## src/rtl/ring_pkg.sv

```systemverilog
// ---------------------------------------------------------------------------
// ring_pkg
// Shared definitions for the ring network request path: flit ctrl encodings,
// the default flit payload width, the packed flit type and a small ctrl
// decode helper.
// Ports: none (package).
// ---------------------------------------------------------------------------
package ring_pkg;

    localparam int FLIT_W_DEFAULT = 16;

    localparam logic [1:0] FLIT_NONE = 2'b00;
    localparam logic [1:0] FLIT_HEAD = 2'b01;
    localparam logic [1:0] FLIT_BODY = 2'b10;
    localparam logic [1:0] FLIT_TAIL = 2'b11;

    typedef struct packed {
        logic [1:0]                ctrl;
        logic [FLIT_W_DEFAULT-1:0] data;
    } flit_t;

    // True when the ctrl field marks the last flit of a packet.
    function automatic logic is_tail(input logic [1:0] ctrl);
        return (ctrl == FLIT_TAIL);
    endfunction

endpackage

```

## src/rtl/out_req_fifo_if.sv

```systemverilog
// ---------------------------------------------------------------------------
// out_req_fifo_if
// Handshake bundle between the OUT_req arbiter / ring network interface
// (master side) and the outbound request FIFO (slave side).
// Signals:
//   wr_en, flit_in, ctrl_in   push side, driven by the arbiter
//   OUT_req_rdy               FIFO has at least one free entry
//   v_flit_out, flit_out,
//   ctrl_out                  head-of-queue flit presented to the network
//   net_rdy                   network accepts the presented flit
// ---------------------------------------------------------------------------
interface out_req_fifo_if
    import ring_pkg::*;
#(
    parameter int FLIT_W = FLIT_W_DEFAULT
);
    logic              wr_en;
    logic [FLIT_W-1:0] flit_in;
    logic [1:0]        ctrl_in;
    logic              OUT_req_rdy;
    logic              v_flit_out;
    logic [FLIT_W-1:0] flit_out;
    logic [1:0]        ctrl_out;
    logic              net_rdy;

    modport master (
        output wr_en, flit_in, ctrl_in, net_rdy,
        input  OUT_req_rdy, v_flit_out, flit_out, ctrl_out
    );

    modport slave (
        input  wr_en, flit_in, ctrl_in, net_rdy,
        output OUT_req_rdy, v_flit_out, flit_out, ctrl_out
    );
endinterface

```

## src/rtl/sync_fifo_mem.sv

```systemverilog
// ---------------------------------------------------------------------------
// sync_fifo_mem
// DEPTH x W register array with one synchronous write port and one
// combinational read port. Holds no control state; pointers live in the
// owning FIFO. Contents are not reset: they are only ever read under a
// valid indication derived from the owner's reset-cleared state.
// Ports:
//   clk    clock
//   we     write enable
//   waddr  write address
//   wdata  write data
//   raddr  read address
//   rdata  read data (combinational from raddr)
// ---------------------------------------------------------------------------
module sync_fifo_mem #(
    parameter int W     = 18,
    parameter int DEPTH = 8,
    parameter int AW    = 3
) (
    input  logic          clk,
    input  logic          we,
    input  logic [AW-1:0] waddr,
    input  logic [W-1:0]  wdata,
    input  logic [AW-1:0] raddr,
    output logic [W-1:0]  rdata
);

    logic [W-1:0] mem_r [DEPTH];

    // Storage write port.
    always_ff @(posedge clk) begin
        if (we) begin
            mem_r[waddr] <= wdata;
        end
    end

    assign rdata = mem_r[raddr];

endmodule

```

## src/rtl/out_req_fifo.sv

```systemverilog
// ---------------------------------------------------------------------------
// out_req_fifo
// Outbound request buffer between the OUT_req arbiter and the ring network
// interface. In-order circular FIFO with registered occupancy, ready and
// valid, and a sticky overflow flag.
// Configuration macro: OUT_REQ_STORE_FWD_EN
//   undefined : cut-through, a flit is offered as soon as it is stored
//   defined   : store-and-forward, flits are offered only while at least one
//               complete packet (tail stored) is held
// Ports:
//   clk      clock
//   rst      synchronous active-high reset, discards all contents
//   bus      out_req_fifo_if.slave: wr_en/flit_in/ctrl_in push side,
//            OUT_req_rdy free-space flag, v_flit_out/flit_out/ctrl_out/
//            net_rdy network side
//   count    current occupancy, 0..DEPTH
//   err_ovf  sticky overflow flag, cleared only by rst
// ---------------------------------------------------------------------------
module out_req_fifo
    import ring_pkg::*;
#(
    parameter int FLIT_W = FLIT_W_DEFAULT,
    parameter int DEPTH  = 8,
    parameter int AW     = 3
) (
    input  logic          clk,
    input  logic          rst,
    out_req_fifo_if.slave bus,
    output logic [AW:0]   count,
    output logic          err_ovf
);

    localparam logic [AW:0]   CNT_FULL_C = (AW+1)'(DEPTH);
    localparam logic [AW:0]   CNT_ZERO_C = {(AW+1){1'b0}};
    localparam logic [AW:0]   CNT_ONE_C  = (AW+1)'(1'b1);
    localparam logic [AW-1:0] PTR_ZERO_C = {AW{1'b0}};
    localparam logic [AW-1:0] PTR_ONE_C  = AW'(1'b1);

    logic [AW-1:0]     rd_ptr_r;
    logic [AW-1:0]     wr_ptr_r;
    logic [AW:0]       count_r;
    logic              err_r;
    logic              rdy_r;
    logic              valid_r;

    logic              push_s;
    logic              pop_s;
    logic [AW:0]       count_nxt_s;
    logic              valid_nxt_s;
    logic              err_set_s;
    logic [FLIT_W+1:0] rdata_s;

`ifdef OUT_REQ_STORE_FWD_EN
    logic [AW:0]       pkt_cnt_r;
    logic [AW:0]       pkt_nxt_s;
    logic              tail_in_s;
    logic              tail_out_s;
`endif

    sync_fifo_mem #(
        .W     (FLIT_W + 2),
        .DEPTH (DEPTH),
        .AW    (AW)
    ) u_mem (
        .clk   (clk),
        .we    (push_s),
        .waddr (wr_ptr_r),
        .wdata ({bus.ctrl_in, bus.flit_in}),
        .raddr (rd_ptr_r),
        .rdata (rdata_s)
    );

    // Next-state decode: push/pop qualification, occupancy and flags.
    always_comb begin
        // Readiness is judged on the pre-pop count, so a full FIFO never
        // accepts a write even when a pop happens in the same cycle.
        push_s = bus.wr_en & (count_r != CNT_FULL_C);
        pop_s  = valid_r & bus.net_rdy;

        count_nxt_s = count_r;
        case ({push_s, pop_s})
            2'b10:   count_nxt_s = count_r + CNT_ONE_C;
            2'b01:   count_nxt_s = count_r - CNT_ONE_C;
            default: count_nxt_s = count_r;
        endcase

        err_set_s = bus.wr_en & (count_r == CNT_FULL_C);

`ifdef OUT_REQ_STORE_FWD_EN
        tail_in_s  = push_s & is_tail(bus.ctrl_in);
        tail_out_s = pop_s & is_tail(rdata_s[FLIT_W+1:FLIT_W]);

        pkt_nxt_s = pkt_cnt_r;
        case ({tail_in_s, tail_out_s})
            2'b10:   pkt_nxt_s = pkt_cnt_r + CNT_ONE_C;
            2'b01:   pkt_nxt_s = pkt_cnt_r - CNT_ONE_C;
            default: pkt_nxt_s = pkt_cnt_r;
        endcase

        // A full FIFO with no complete packet can never drain: a packet
        // longer than DEPTH has been pushed.
        if ((count_nxt_s == CNT_FULL_C) && (pkt_nxt_s == CNT_ZERO_C)) begin
            err_set_s = 1'b1;
        end else begin
            err_set_s = err_set_s;
        end

        valid_nxt_s = (count_nxt_s != CNT_ZERO_C) & (pkt_nxt_s != CNT_ZERO_C);
`else
        valid_nxt_s = (count_nxt_s != CNT_ZERO_C);
`endif
    end

    // Pointer, occupancy and registered status outputs.
    always_ff @(posedge clk) begin
        if (rst) begin
            rd_ptr_r  <= PTR_ZERO_C;
            wr_ptr_r  <= PTR_ZERO_C;
            count_r   <= CNT_ZERO_C;
            err_r     <= 1'b0;
            rdy_r     <= 1'b1;
            valid_r   <= 1'b0;
`ifdef OUT_REQ_STORE_FWD_EN
            pkt_cnt_r <= CNT_ZERO_C;
`endif
        end else begin
            if (push_s) begin
                wr_ptr_r <= wr_ptr_r + PTR_ONE_C;
            end
            if (pop_s) begin
                rd_ptr_r <= rd_ptr_r + PTR_ONE_C;
            end
            count_r   <= count_nxt_s;
            err_r     <= err_r | err_set_s;
            rdy_r     <= (count_nxt_s != CNT_FULL_C);
            valid_r   <= valid_nxt_s;
`ifdef OUT_REQ_STORE_FWD_EN
            pkt_cnt_r <= pkt_nxt_s;
`endif
        end
    end

    assign bus.OUT_req_rdy = rdy_r;
    assign bus.v_flit_out  = valid_r;
    assign bus.flit_out    = rdata_s[FLIT_W-1:0];
    assign bus.ctrl_out    = rdata_s[FLIT_W+1:FLIT_W];
    assign count           = count_r;
    assign err_ovf         = err_r;

endmodule

```

## src/flat_wrapper.sv

```systemverilog
// flat-port wrapper written by rule: the top's interface ports become plain ports
module out_req_fifo_flat import ring_pkg::*;
#(
    parameter int FLIT_W = FLIT_W_DEFAULT,
    parameter int DEPTH  = 8,
    parameter int AW     = 3
)
  (clk, rst, count, err_ovf, bus_wr_en, bus_flit_in, bus_ctrl_in, bus_net_rdy, bus_OUT_req_rdy, bus_v_flit_out, bus_flit_out, bus_ctrl_out);
  out_req_fifo_if #(.FLIT_W(FLIT_W)) bus_i ();
  input  logic clk;
  input  logic rst;
  output logic [AW:0] count;
  output logic err_ovf;
  input wire logic [$bits(bus_i.wr_en)-1:0] bus_wr_en;
  input wire logic [$bits(bus_i.flit_in)-1:0] bus_flit_in;
  input wire logic [$bits(bus_i.ctrl_in)-1:0] bus_ctrl_in;
  input wire logic [$bits(bus_i.net_rdy)-1:0] bus_net_rdy;
  output wire logic [$bits(bus_i.OUT_req_rdy)-1:0] bus_OUT_req_rdy;
  output wire logic [$bits(bus_i.v_flit_out)-1:0] bus_v_flit_out;
  output wire logic [$bits(bus_i.flit_out)-1:0] bus_flit_out;
  output wire logic [$bits(bus_i.ctrl_out)-1:0] bus_ctrl_out;
  assign bus_i.wr_en = bus_wr_en;
  assign bus_i.flit_in = bus_flit_in;
  assign bus_i.ctrl_in = bus_ctrl_in;
  assign bus_i.net_rdy = bus_net_rdy;
  assign bus_OUT_req_rdy = bus_i.OUT_req_rdy;
  assign bus_v_flit_out = bus_i.v_flit_out;
  assign bus_flit_out = bus_i.flit_out;
  assign bus_ctrl_out = bus_i.ctrl_out;
  out_req_fifo #(.FLIT_W(FLIT_W), .DEPTH(DEPTH), .AW(AW)) u_core (.clk(clk), .rst(rst), .bus(bus_i), .count(count), .err_ovf(err_ovf));
endmodule
```

## config.mk

```make
export PLATFORM = sky130hd
export DESIGN_NAME = out_req_fifo_flat
export DESIGN_NICKNAME = d
export VERILOG_FILES = /design/src/rtl/ring_pkg.sv /design/src/rtl/out_req_fifo_if.sv /design/src/rtl/sync_fifo_mem.sv /design/src/rtl/out_req_fifo.sv /design/src/flat_wrapper.sv
export SDC_FILE = /design/constraint.sdc
export NUM_CORES = 1
export LEC_CHECK = 0
export ABC_CLOCK_PERIOD_IN_PS = 3800
export BUFFER_PORTS_ARGS = -buffer_cell sky130_fd_sc_hd__clkbuf_2
export CAP_MARGIN = 30
export CORE_ASPECT_RATIO = 1.75
export CORE_MARGIN = 10
export CORE_UTILIZATION = 50
export CTS_BUF_LIST = sky130_fd_sc_hd__clkbuf_16
export DETAILED_ROUTE_END_ITERATION = 8
export HOLD_SLACK_MARGIN = 0.08
export PLACE_DENSITY = 0.68
export SLEW_MARGIN = 25
export SYNTH_ARGS = -nofsm -noshare
export SYNTH_HDL_FRONTEND = slang
export SYNTH_SLANG_ARGS = --single-unit
```

## constraint.sdc

```tcl
create_clock -name clk -period 3.8 [get_ports clk]
set_input_delay 0.76 -clock clk [delete_from_list [all_inputs] [get_ports clk]]
set_output_delay 0.76 -clock clk [all_outputs]
set_load 0.1 [all_outputs]
```

### Word-level counts from Yosys, hierarchy flattened

Memories as Yosys holds them, arrays and structs flattened. A register that Yosys moved wholly into a read port is not among the register bits.
Cells that the tools add are included.

| operators by class | value |
|---|---|
| add/sub/neg operators | 4 |
| equal/unequal tests | 5 |
| muxes and demuxes | 5 |
| bitwise logic cells | 4 |
| reductions and logical operators | 1 |

Operators with widths:

| cell | count |
|---|---|
| 4-bit inequality test, second input constant | 2 |
| 4-bit one-hot mux with 2 select lines | 1 |
| 3-bit by 1-bit adder with 3-bit output, second input constant | 2 |
| 3-bit 2-to-1 mux | 2 |
| 4-bit by 1-bit adder with 4-bit output, second input constant | 1 |
| 4-bit == test, second input constant | 1 |
| 4-bit nonzero test | 1 |
| 4-bit by 1-bit subtractor with 4-bit output, second input constant | 1 |
| 1-bit bitwise AND | 3 |
| 2-bit by 1-bit == test with 1-bit output, second input constant | 1 |
| 2-bit == test, second input constant | 1 |
| 1-bit 2-to-1 mux | 2 |
| 1-bit bitwise OR | 1 |

| storage, ports and cells | value |
|---|---|
| register bits | 13 |
| bits in writable memories | 144 |
| output and inout bits | 25 |
| logic and storage cells | 26 |
| memories kept | 1 |

Memories:

| memory | words | bits a word | rd ports | clocked after memory_dff | write ports | line | text |
|---|---|---|---|---|---|---|---|
| u_core.u_mem.mem_r | 8 | 18 | 1 | 1 | 1 | sync_fifo_mem.sv:28 | `logic [W-1:0] mem_r [DEPTH];` |

### Depth between registers and ports, before layout

Gate-level depths: netlist of the first run.

| depth | value |
|---|---|
| word-level depth | 5 |
| gate-level depth with buffers | 10 |
| mapped depth without buffers | 9 |

### Modules after synthesis

A second synthesis of the first run with hierarchy kept.

| unflattened totals | value |
|---|---|
| cells, all modules | 289 |
| area total of the unflattened synthesis | 6,229.7 µm² |

Modules (own cells, without submodules):

| module | times used | cells each | area an instance (µm²) | seq. area each (µm²) |
|---|---|---|---|---|
| sync_fifo_mem | 1 | 221 | 5,604.1 | 4,324.1 |
| out_req_fifo | 1 | 68 | 625.6 | 260.2 |

### Least setup slack after synthesis of the first run

No wires, ideal clock.

| timing path | value |
|---|---|
| path type | reg-to-reg |
| from | register u_core.count_r[0], in the netlist u_core.count[0] |
| to | memory u_core.u_mem.mem_r[0][0] (enable) |
| library setup time | 0.416 ns |
| data arrival time | 3.118 ns |
| setup slack | 0.266 ns |
| stages on the path, launching flop included | 6 |
| buffers on the path | 1 |
| path through | dfxtp_1 > buf_2 > or4b_4 > nand2_1 > or2_2 > nor3_1 |

| on the way | value |
|---|---|
| longest elaborated chain between the ends | 4 |

Ends and longest elaborated chain:

| element | line | text |
|---|---|---|
| start, declared | out_req_fifo.sv:41 | `logic [AW:0] count_r;` |
| start signal, assigned | out_req_fifo.sv:133 | `count_r <= count_nxt_s;` |
| 4-bit inequality test | out_req_fifo.sv:77 | `push_s = bus.wr_en & (count_r != CNT_FULL_C);` |
| 1-bit bitwise AND | out_req_fifo.sv:77 |  |
| 1-bit 2-to-1 mux | sync_fifo_mem.sv:32 | `if (we) begin` |
| 1-bit 2-to-1 mux (implied by the code) | sync_fifo_mem.sv:33 | `mem_r[waddr] <= wdata;` |
| end, declared | sync_fifo_mem.sv:28 |  |

Every way passes these cells.

==> results.py, run 1 <==
metrics = {
    "route": {
        "drt-total-wl_mm": 11.3,
        "vias": 2937,
        "drtAntennaViolNets": 0,
        "drc": 0,
        "drtIter0Drc": 166,
        "via_per_inst": 5.44,
        "drt_first_pass_iters": 4,
        "wl_per_cell_microns": 21.0,
    },
    "hold_path": {
        "hp-class": "reg -> reg",
    },
    "final_layout": {
        "n_fill_cell": 895,
        "antennaDiodeCount": 0,
        "final_layout_size_suffix_gt1_share_pct": 40.3,
        "mostFrequentLayoutCells": "edfxtp_1 (144), clkbuf_2 (46), mux4_2 (36)",
        "layout_commonest_cell": "edfxtp_1",
        "area_growth_pct": 16.4,
        "design_area_sq_mm": 0.00724,
        "final_nets": 389,
    },
    "sta": {
        "finalSetupViolCount": 0,
        "setup_slack_ns": 0.769,
        "tightest_slew_ns": 0.558,
        "setup_tns_ns": 0,
        "rsz0062_at_grt": "false",
        "finClkSkew_ns": 0.00852,
        "max_freq_mhz": 330,
        "finalMaxSlewViolations": 0,
        "fin_crit_ns": 3.03,
        "period_share_pct": 79.8,
        "hold_viol": 0,
        "max_slew_margin_pct": 62.9,
    },
    "cts": {
        "clk_pin_slew_ns": 0.06,
        "clk_latency_ns": 0.41,
        "cts_tree": "built",
        "postCtsHoldBufs": 0,
        "post_cts_buffers": 0,
        "cts.path.max_buffers": 2,
        "htreeDepth": 4,
        "cts.sinks": 160,
        "cts_resized": 0,
        "cts_root_buf": "clkbuf_16",
        "cts_buffers": 17,
    },
    "floorplan": {
        "dieWidth_microns": 104,
        "die_h_microns": 168,
        "start_util_pct": 51.3,
        "rows": 53,
        "io_pins": 47,
        "die_area_sq_mm": 0.0175,
        "coreArea_sq_mm": 0.0121,
    },
    "logic_synthesis": {
        "synth-main-ff-cell": "edfxtp_1",
        "synthesis.yosys.warnings": 0,
        "yosysSeqAreaShare_pct": 74.6,
        "synth_top_cell_area_share_pct": 69.5,
        "synth_edf_count": 144,
        "synth_area_sq_mm": 0.00622,
        "yosysTopAreaCell": "edfxtp_1",
        "async_flop_share_pct": 0,
        "syn-instance-count": 299,
        "synth.area.top_cells": "edfxtp_1 (69%), mux4_2 (13%), dfxtp_1 (5.1%)",
        "syn_avg_cell_area_sq_um": 20.8,
        "ys_ff_latch": 160,
        "synth_nets": 326,
        "synth_cell_types": 35,
    },
    "pwr": {
        "p_leak_nw": 2.44,
        "power_density_mw_per_mm2": 665,
        "peakVddDrop_uv": 572,
    },
    "flow_run": {
        "drv_cap": 0,
    },
    "placement": {
        "dp_hpwl_mm": 6.71,
        "placed_area_sq_mm": 0.00667,
        "numPortBuffers": 46,
        "place_ws_ns": 0.865,
        "gp_congestion": 0.773,
    },
    "setup_path": {
        "r2r_setup_slack_ns": 0.84,
        "crit_fanout": 36,
        "crit_type": "reg -> out",
        "endpoint_kind": "output pin",
        "cp-start-kind": "flip-flop",
        "crit_required_ns": 3.04,
        "crit_arrival_ns": 2.27,
    },
    "run_status": {
        "status": "completed",
    },
    "grt": {
        "antenna_found_initial": 0,
        "grt_pass1_vias": 3317,
        "grtUsageTotal_pct": 13.6,
        "grt-ovfl-total": 0,
        "grt_pass1_wl_mm": 18.1,
        "grt_max_degree": 37,
    },
}
[worst max-delay path: stages, from the launching register on]
cell and delay [ns]:
dfxtp_2 0.34, buf_12 0.29, mux4_2 0.56, mux2_2 0.29
clkbuf_2 0.38
[Yosys cell counts (all sizes together) (2+ instances only)]
cell type  count
a21oi          5
buf           11
clkbuf         3
dfxtp         16
edfxtp       144
ha             5
inv            2
mux2          18
mux2i          2
mux4          36
nand2          7
nand2b         3
nand3          4
nor2          18
nor3           2
nor3b          2
o21a           2
or4b           2
xor2           6
[report_power, final]
part           internal, mW  switching (mW)  total (mW)
Clock                 0.962           0.650        1.61
Combinational         0.326           0.824        1.15
Sequential             2.00          0.0542        2.05
[final timing paths]
| check | cells after the start | from | endpoint |
|---|---|---|---|
| worst max register to register | 9 | u_core.count[1] | u_core.bus.OUT_req_rdy |
| worst max-delay path | 4 | flip-flop | bus_flit_out[4] |
| worst min-delay path | 2 | u_core.err_ovf | u_core.err_ovf |
| worst min register to register | 2 | u_core.err_ovf | u_core.err_ovf |
[stage by stage]
stage                     hold slack (ns)  instances  power [mW]  utilization [%]
after floorplan                     0.447        299        3.08                -
after global placement              0.457        508        3.24             55.0
after detailed placement            0.459        508        3.26             55.0
after CTS                           0.476        540        4.86             59.7
after global routing                0.508        540        5.00             59.7
final                               0.471        540        4.82             59.7
[state kept, by name (all words and copies together) (netlist names), named ones only]
name,flops
u_core.rd_ptr_r,3
u_core.bus.v_flit_out,1
u_core.u_mem.mem_r,144
u_core.err_ovf,1
u_core.count,4
u_core.wr_ptr_r,3
u_core.bus.OUT_req_rdy,1
[cell type report]
cell class / count / area [sq um] / area share (%)
flip-flops and latches: 160 / 4650 / 64.1
multi-input cells: 123 / 1480 / 20.4
clock inverters: 15 / 145 / 2.00
well taps: 165 / 206 / 2.85
repair buffers: 58 / 333 / 4.59
inverters: 2 / 7.51 / 0.104
clock buffers: 17 / 425 / 5.87
[cells by family (layout without fill, tap and decap cells)]
group                    Yosys count  count (layout)  share of synthesized area [%]
buffers and inverters             16              92                           1.73
XOR/XNOR                           6               6                          0.845
flip-flops                       160             160                           74.6
AND/OR/NAND/NOR                   43              43                           3.72
AO/OA/AOI/OAI                     13              13                           1.45
multiplexers                      56              56                           16.6
adder cells (fa/ha/maj)            5               5                           1.01
[metal layers]
| metal | vias to the layer above | share of wire [%] | GRT usage (%) |
|---|---|---|---|
| li1 | 1343 | - | - |
| met1 | 1530 | 40 | 14.9 |
| met2 | 54 | 55 | 24.1 |
| met3 | 10 | 3.5 | 4.46 |
| met4 | 0 | 1.3 | 4.38 |
| met5 | - | 0 | 0 |
Power figures use the tool's default switching activity.
==> run 2: changes to the inputs <==
--- a/config.mk
+++ b/config.mk
@@ -5,7 +5,7 @@
 export SDC_FILE = /design/constraint.sdc
 export NUM_CORES = 1
 export LEC_CHECK = 0
-export ABC_CLOCK_PERIOD_IN_PS = 3800
+export ABC_CLOCK_PERIOD_IN_PS = 2800
 export BUFFER_PORTS_ARGS = -buffer_cell sky130_fd_sc_hd__clkbuf_2
 export CAP_MARGIN = 30
 export CORE_ASPECT_RATIO = 1.75
==> constraint.sdc (replaced) <==
create_clock -name clk -period 2.8 [get_ports clk]
set_input_delay 0.56 -clock clk [delete_from_list [all_inputs] [get_ports clk]]
set_output_delay 0.56 -clock clk [all_outputs]
set_load 0.1 [all_outputs]
==> results.py, run 2 (synthesis results as in run 1) <==
metrics = {
    "grt": {
        "top_usage_layer": "met2",
        "grt-ovfl-total": 0,
        "use_met2_pct": 25.1,
        "use_met3_pct": 4.30,
        "grt_max_degree": 37,
        "antenna_found_initial": 0,
        "grt_pass1_wl_mm": 18.6,
        "grtUsageTotal_pct": 14.0,
        "use_met1_pct": 14.9,
        "grt_pass1_vias": 3306,
    },
    "final_layout": {
        "largest_register_ffs": 144,
        "layout_commonest_cell": "edfxtp_1",
        "n_fill_cell": 847,
        "design_area_sq_mm": 0.00764,
        "antennaDiodeCount": 0,
        "top_register": "u_core.u_mem.mem_r",
        "final_nets": 391,
        "final_layout_size_suffix_gt1_share_pct": 42.6,
        "mostFrequentLayoutCells": "edfxtp_1 (144), mux4_2 (36), clkbuf_2 (28)",
        "area_growth_pct": 22.8,
    },
    "cts": {
        "cts.path.max_buffers": 2,
        "clk_pin_slew_ns": 0.06,
        "cts_buffers": 17,
        "postCtsHoldBufs": 0,
        "cts_root_buf": "clkbuf_16",
        "cts_tree": "built",
        "clk_latency_ns": 0.41,
        "cts.sinks": 160,
        "htreeDepth": 4,
    },
    "setup_path": {
        "crit_slowest_cell": "mux4_2",
        "slowest_delay_ns": 0.55,
        "crit_buf_inv": 2,
        "reg2reg_from": "u_core.count[0]",
        "cp_top_family": "multiplexers",
        "endpoint_kind": "output pin",
        "r2r_setup_slack_ns": 0.15,
        "cp_common_cell": "buf_12",
        "crit_arrival_ns": 2.11,
        "cp-start-kind": "flip-flop",
        "crit_type": "reg -> out",
        "cp_cell_sequence": "buf_12 > mux4_2 > mux2_2 > buf_12",
        "reg2reg_depth": 9,
        "r2r_end": "u_core.bus.OUT_req_rdy",
        "crit_required_ns": 2.24,
        "crit_fanout": 36,
    },
    "route": {
        "drc": 0,
        "vias": 2971,
        "drtIter0Drc": 161,
        "drt-total-wl_mm": 11.6,
        "via_per_inst": 5.49,
        "wl_per_cell_microns": 21.5,
        "drtAntennaViolNets": 0,
        "drt_first_pass_iters": 4,
    },
    "sta": {
        "finalSetupViolCount": 0,
        "period_share_pct": 95.2,
        "fin_crit_ns": 2.67,
        "max_freq_mhz": 375,
        "rsz0062_at_grt": "false",
        "setup_slack_ns": 0.135,
        "finClkSkew_ns": 0.00450,
        "hold_viol": 0,
        "tightest_slew_ns": 0.547,
        "setup_tns_ns": 0,
        "max_slew_margin_pct": 63.7,
        "finalMaxSlewViolations": 0,
    },
    "hold_path": {
        "hp-class": "in -> reg",
        "hp-start": "bus_ctrl_in[0]",
        "min_to": "u_core.u_mem.mem_r[6][16]",
        "hold_depth": 1,
    },
    "flow_run": {
        "drv_cap": 0,
    },
    "placement": {
        "placed_area_sq_mm": 0.00700,
        "dp_hpwl_mm": 6.96,
        "place_ws_ns": 0.0617,
        "numPortBuffers": 46,
        "gp_congestion": 0.758,
    },
    "floorplan": {
        "start_util_pct": 51.3,
        "rows": 53,
        "dieWidth_microns": 104,
        "coreArea_sq_mm": 0.0121,
        "die_h_microns": 168,
        "die_area_sq_mm": 0.0175,
        "io_pins": 47,
    },
    "pwr": {
        "p_leak_nw": 2.58,
        "peakVddDrop_uv": 675,
        "power_mw": 7.07,
        "power_density_mw_per_mm2": 926,
    },
    "run_status": {
        "status": "completed",
    },
}
==> run 2: where the power goes <==
group,total [mW],internal [mW],switching (mW)
clock,2.42,1.56,0.861
sequential,2.80,2.72,0.0737
combinational,1.85,0.683,1.17
==> run 2: timing repair <==
action | 4_1_cts | 5_1_grt
buffers inserted | 0 | 1
setup endpoints to repair | 0 | 1
resized for setup | 0 | 2
==> run 2: area by class of cell <==
cell class                      instances  area [sq um]  area share, %
Clock buffer                           17           425           5.57
Clock inverter                         14           200           2.62
Inverter                                2          7.51         0.0983
Multi-Input combinational cell        123          1510           19.8
Sequential cell                       160          4660           61.0
Tap cell                              165           206           2.70
Timing Repair Buffer                   60           631           8.25
==> run 2: layer usage <==
metal / routed length (microns) / vias to the layer above / share of wire [%]
li1: - / 1340 / -
met1: 4220 / 1556 / 36
met2: 6720 / 62 / 58
met3: 494 / 13 / 4.3
met4: 180 / 0 / 1.5
met5: 0 / - / 0
==> run 2: worst max path at each step <==
stage                         start                      to  slack (ns)  depth (start not counted)
floorplan           u_core.count[1]  u_core.bus.OUT_req_rdy       0.004                         10
global placement    u_core.count[1]  u_core.bus.OUT_req_rdy        0.11                          9
detailed placement  u_core.count[1]  u_core.bus.OUT_req_rdy        0.06                          9
CTS                 u_core.count[1]  u_core.bus.OUT_req_rdy        0.06                          9
global route        u_core.count[0]  u_core.bus.OUT_req_rdy       0.002                          9
finish                    flip-flop         bus_flit_out[0]        0.13                          4
==> run 2: per-stage QoR <==
step | util (%) | instances | hold slack (ns)
after global routing | 63.0 | 541 | 0.423
after CTS | 62.8 | 540 | 0.408
after floorplan | - | 299 | 0.447
final | 63.0 | 541 | 0.424
after detailed placement | 57.7 | 509 | 0.463
after global placement | 57.7 | 509 | 0.480
==> run 3: changes to the inputs <==
--- a/config.mk
+++ b/config.mk
@@ -10,11 +10,10 @@
 export CAP_MARGIN = 30
 export CORE_ASPECT_RATIO = 1.75
 export CORE_MARGIN = 10
-export CORE_UTILIZATION = 50
+export CORE_UTILIZATION = 45
 export CTS_BUF_LIST = sky130_fd_sc_hd__clkbuf_16
 export DETAILED_ROUTE_END_ITERATION = 8
 export HOLD_SLACK_MARGIN = 0.08
-export PLACE_DENSITY = 0.68
 export SLEW_MARGIN = 25
 export SYNTH_ARGS = -nofsm -noshare
 export SYNTH_HDL_FRONTEND = slang
==> results.py, run 3 (synthesis results as in run 1) <==
metrics = {
    "run_status": {
        "status": "completed",
    },
    "setup_path": {
        "crit_type": "reg -> reg",
        "cp_common_cell": "xor2_1",
        "reg2reg_depth": 9,
        "cp-start-kind": "flip-flop",
        "slowest_delay_ns": 0.58,
        "crit_fanout": 9,
        "crit_arrival_ns": 2.95,
        "endpoint_kind": "flip-flop",
        "crit_slowest_cell": "or4b_4",
        "crit_required_ns": 3.09,
        "cp_cell_sequence": "or4b_4 > nand2_4 > ha_4 > xor2_1 > ha_1 > a21oi_2 > mux2i_1 > xor2_1 > or4b_1",
    },
    "grt": {
        "antenna_found_initial": 0,
        "grt_pass1_vias": 3289,
        "grt-ovfl-total": 0,
        "grt_pass1_wl_mm": 18.3,
        "grtUsageTotal_pct": 12.9,
        "grt_max_degree": 37,
    },
    "final_layout": {
        "n_fill_cell": 1065,
        "top_register": "u_core.u_mem.mem_r",
        "design_area_sq_mm": 0.00764,
        "layoutNonFillerInstCount": 552,
        "mostFrequentLayoutCells": "edfxtp_1 (144), mux4_2 (36), clkbuf_2 (28)",
        "final_nets": 392,
        "area_growth_pct": 22.8,
        "layout_commonest_cell": "edfxtp_1",
        "final_layout_size_suffix_gt1_share_pct": 44.2,
        "largest_register_ffs": 144,
        "antennaDiodeCount": 0,
    },
    "placement": {
        "gp_congestion": 0.715,
        "dp_hpwl_mm": 7.05,
        "placed_area_sq_mm": 0.00703,
        "placed_cells": 520,
        "numPortBuffers": 46,
    },
    "route": {
        "drt_first_pass_iters": 4,
        "via_per_inst": 5.34,
        "wl_per_cell_microns": 20.6,
        "drtIter0Drc": 97,
        "drt-total-wl_mm": 11.4,
        "drc": 0,
        "vias": 2947,
        "drtAntennaViolNets": 0,
    },
    "floorplan": {
        "die_area_sq_mm": 0.0191,
        "start_util_pct": 46.3,
        "coreArea_sq_mm": 0.0135,
        "io_pins": 47,
        "rows": 56,
        "die_h_microns": 176,
        "dieWidth_microns": 109,
    },
    "hold_path": {
        "hp-class": "in -> reg",
        "hold_depth": 1,
    },
    "sta": {
        "fin_crit_ns": 2.66,
        "rsz0062_at_grt": "false",
        "max_slew_margin_pct": 63.5,
        "period_share_pct": 95.0,
        "finalSetupViolCount": 0,
        "max_freq_mhz": 376,
        "finalMaxSlewViolations": 0,
        "tightest_slew_ns": 0.549,
        "finClkSkew_ns": 0.00948,
        "hold_viol": 0,
        "setup_tns_ns": 0,
    },
    "cts": {
        "cts_buffers": 17,
        "clk_pin_slew_ns": 0.06,
        "clk_latency_ns": 0.42,
        "cts.sinks": 160,
        "cts_root_buf": "clkbuf_16",
        "cts_tree": "built",
        "cts.path.max_buffers": 2,
        "htreeDepth": 4,
    },
    "pwr": {
        "p_switching_mw": 2.19,
        "p_leak_nw": 2.57,
        "netSwitchingFraction_pct": 31.6,
        "combPwrFrac_pct": 26.6,
        "power_density_mw_per_mm2": 909,
        "seqPwrFrac_pct": 40.2,
        "p_int_mw": 4.75,
        "peakVddDrop_uv": 786,
        "power_mw": 6.94,
        "clock_power_share_pct": 33.1,
    },
    "flow_run": {
        "drv_cap": 0,
    },
}
[run 3: critical path: cells and delay by family (launching register included)]
kind                     cells  cell delay (ns)
AO/OA/AOI/OAI                1             0.13
adder cells (fa/ha/maj)      2             0.34
multiplexers                 1             0.25
AND/OR/NAND/NOR              3             1.14
flip-flops                   1             0.37
XOR/XNOR                     2             0.30
[run 3: cell type report]
cell class,count,area [sq um],share of cell area [%]
sequential,160,4660,61.0
multi-input combinational,123,1520,19.8
timing repair buffer,61,638,8.35
clock buffer,17,425,5.57
tap,174,218,2.85
clock inverter,15,175,2.29
inverter,2,7.51,0.0983
[run 3: metrics by stage]
stage	worst slack [ns]	hold slack [ns]	util, %
2_1_floorplan	0.00393	0.447	-
3_3_place_gp	0.0922	0.495	52.3
3_5_place_dp	0.0518	0.495	52.3
4_1_cts	0.0586	0.405	56.7
5_1_grt	0.0130	0.425	56.8
6_report	0.139	0.419	56.8
[run 3: power by group through the flow]
stage	logic [mW]	clock network [mW]	registers, mW
finish	1.85	2.30	2.79
global route	1.95	2.45	2.81
CTS	1.88	2.35	2.79
detailed placement	1.88	0	2.85
global placement	1.87	0	2.84
floorplan	1.19	0	3.01
[run 3: timing repair]
action                                 CTS  global route
endpoints found under the hold margin    0             0
buffers inserted                         0             0
setup endpoints to repair                0             1
resized for setup                        0             2
hold buffers                             0             0
[run 3: worst paths after layout]
path                 startpoint                       end  slack [ns]
min              bus_flit_in[6]  u_core.u_mem.mem_r[0][6]        0.42
min reg2reg  u_core.rd_ptr_r[1]                 flip-flop        0.49
max reg2reg     u_core.count[1]    u_core.bus.OUT_req_rdy        0.14
max             u_core.count[1]    u_core.bus.OUT_req_rdy        0.14
[run 3: per-layer routing]
layer,part of all wire [%],up-vias,global-route usage (%)
met1,39,1529,14.4
met5,0,-,0
met3,5.0,8,4.22
li1,-,1350,-
met2,55,60,22.1
met4,1.0,0,4.97
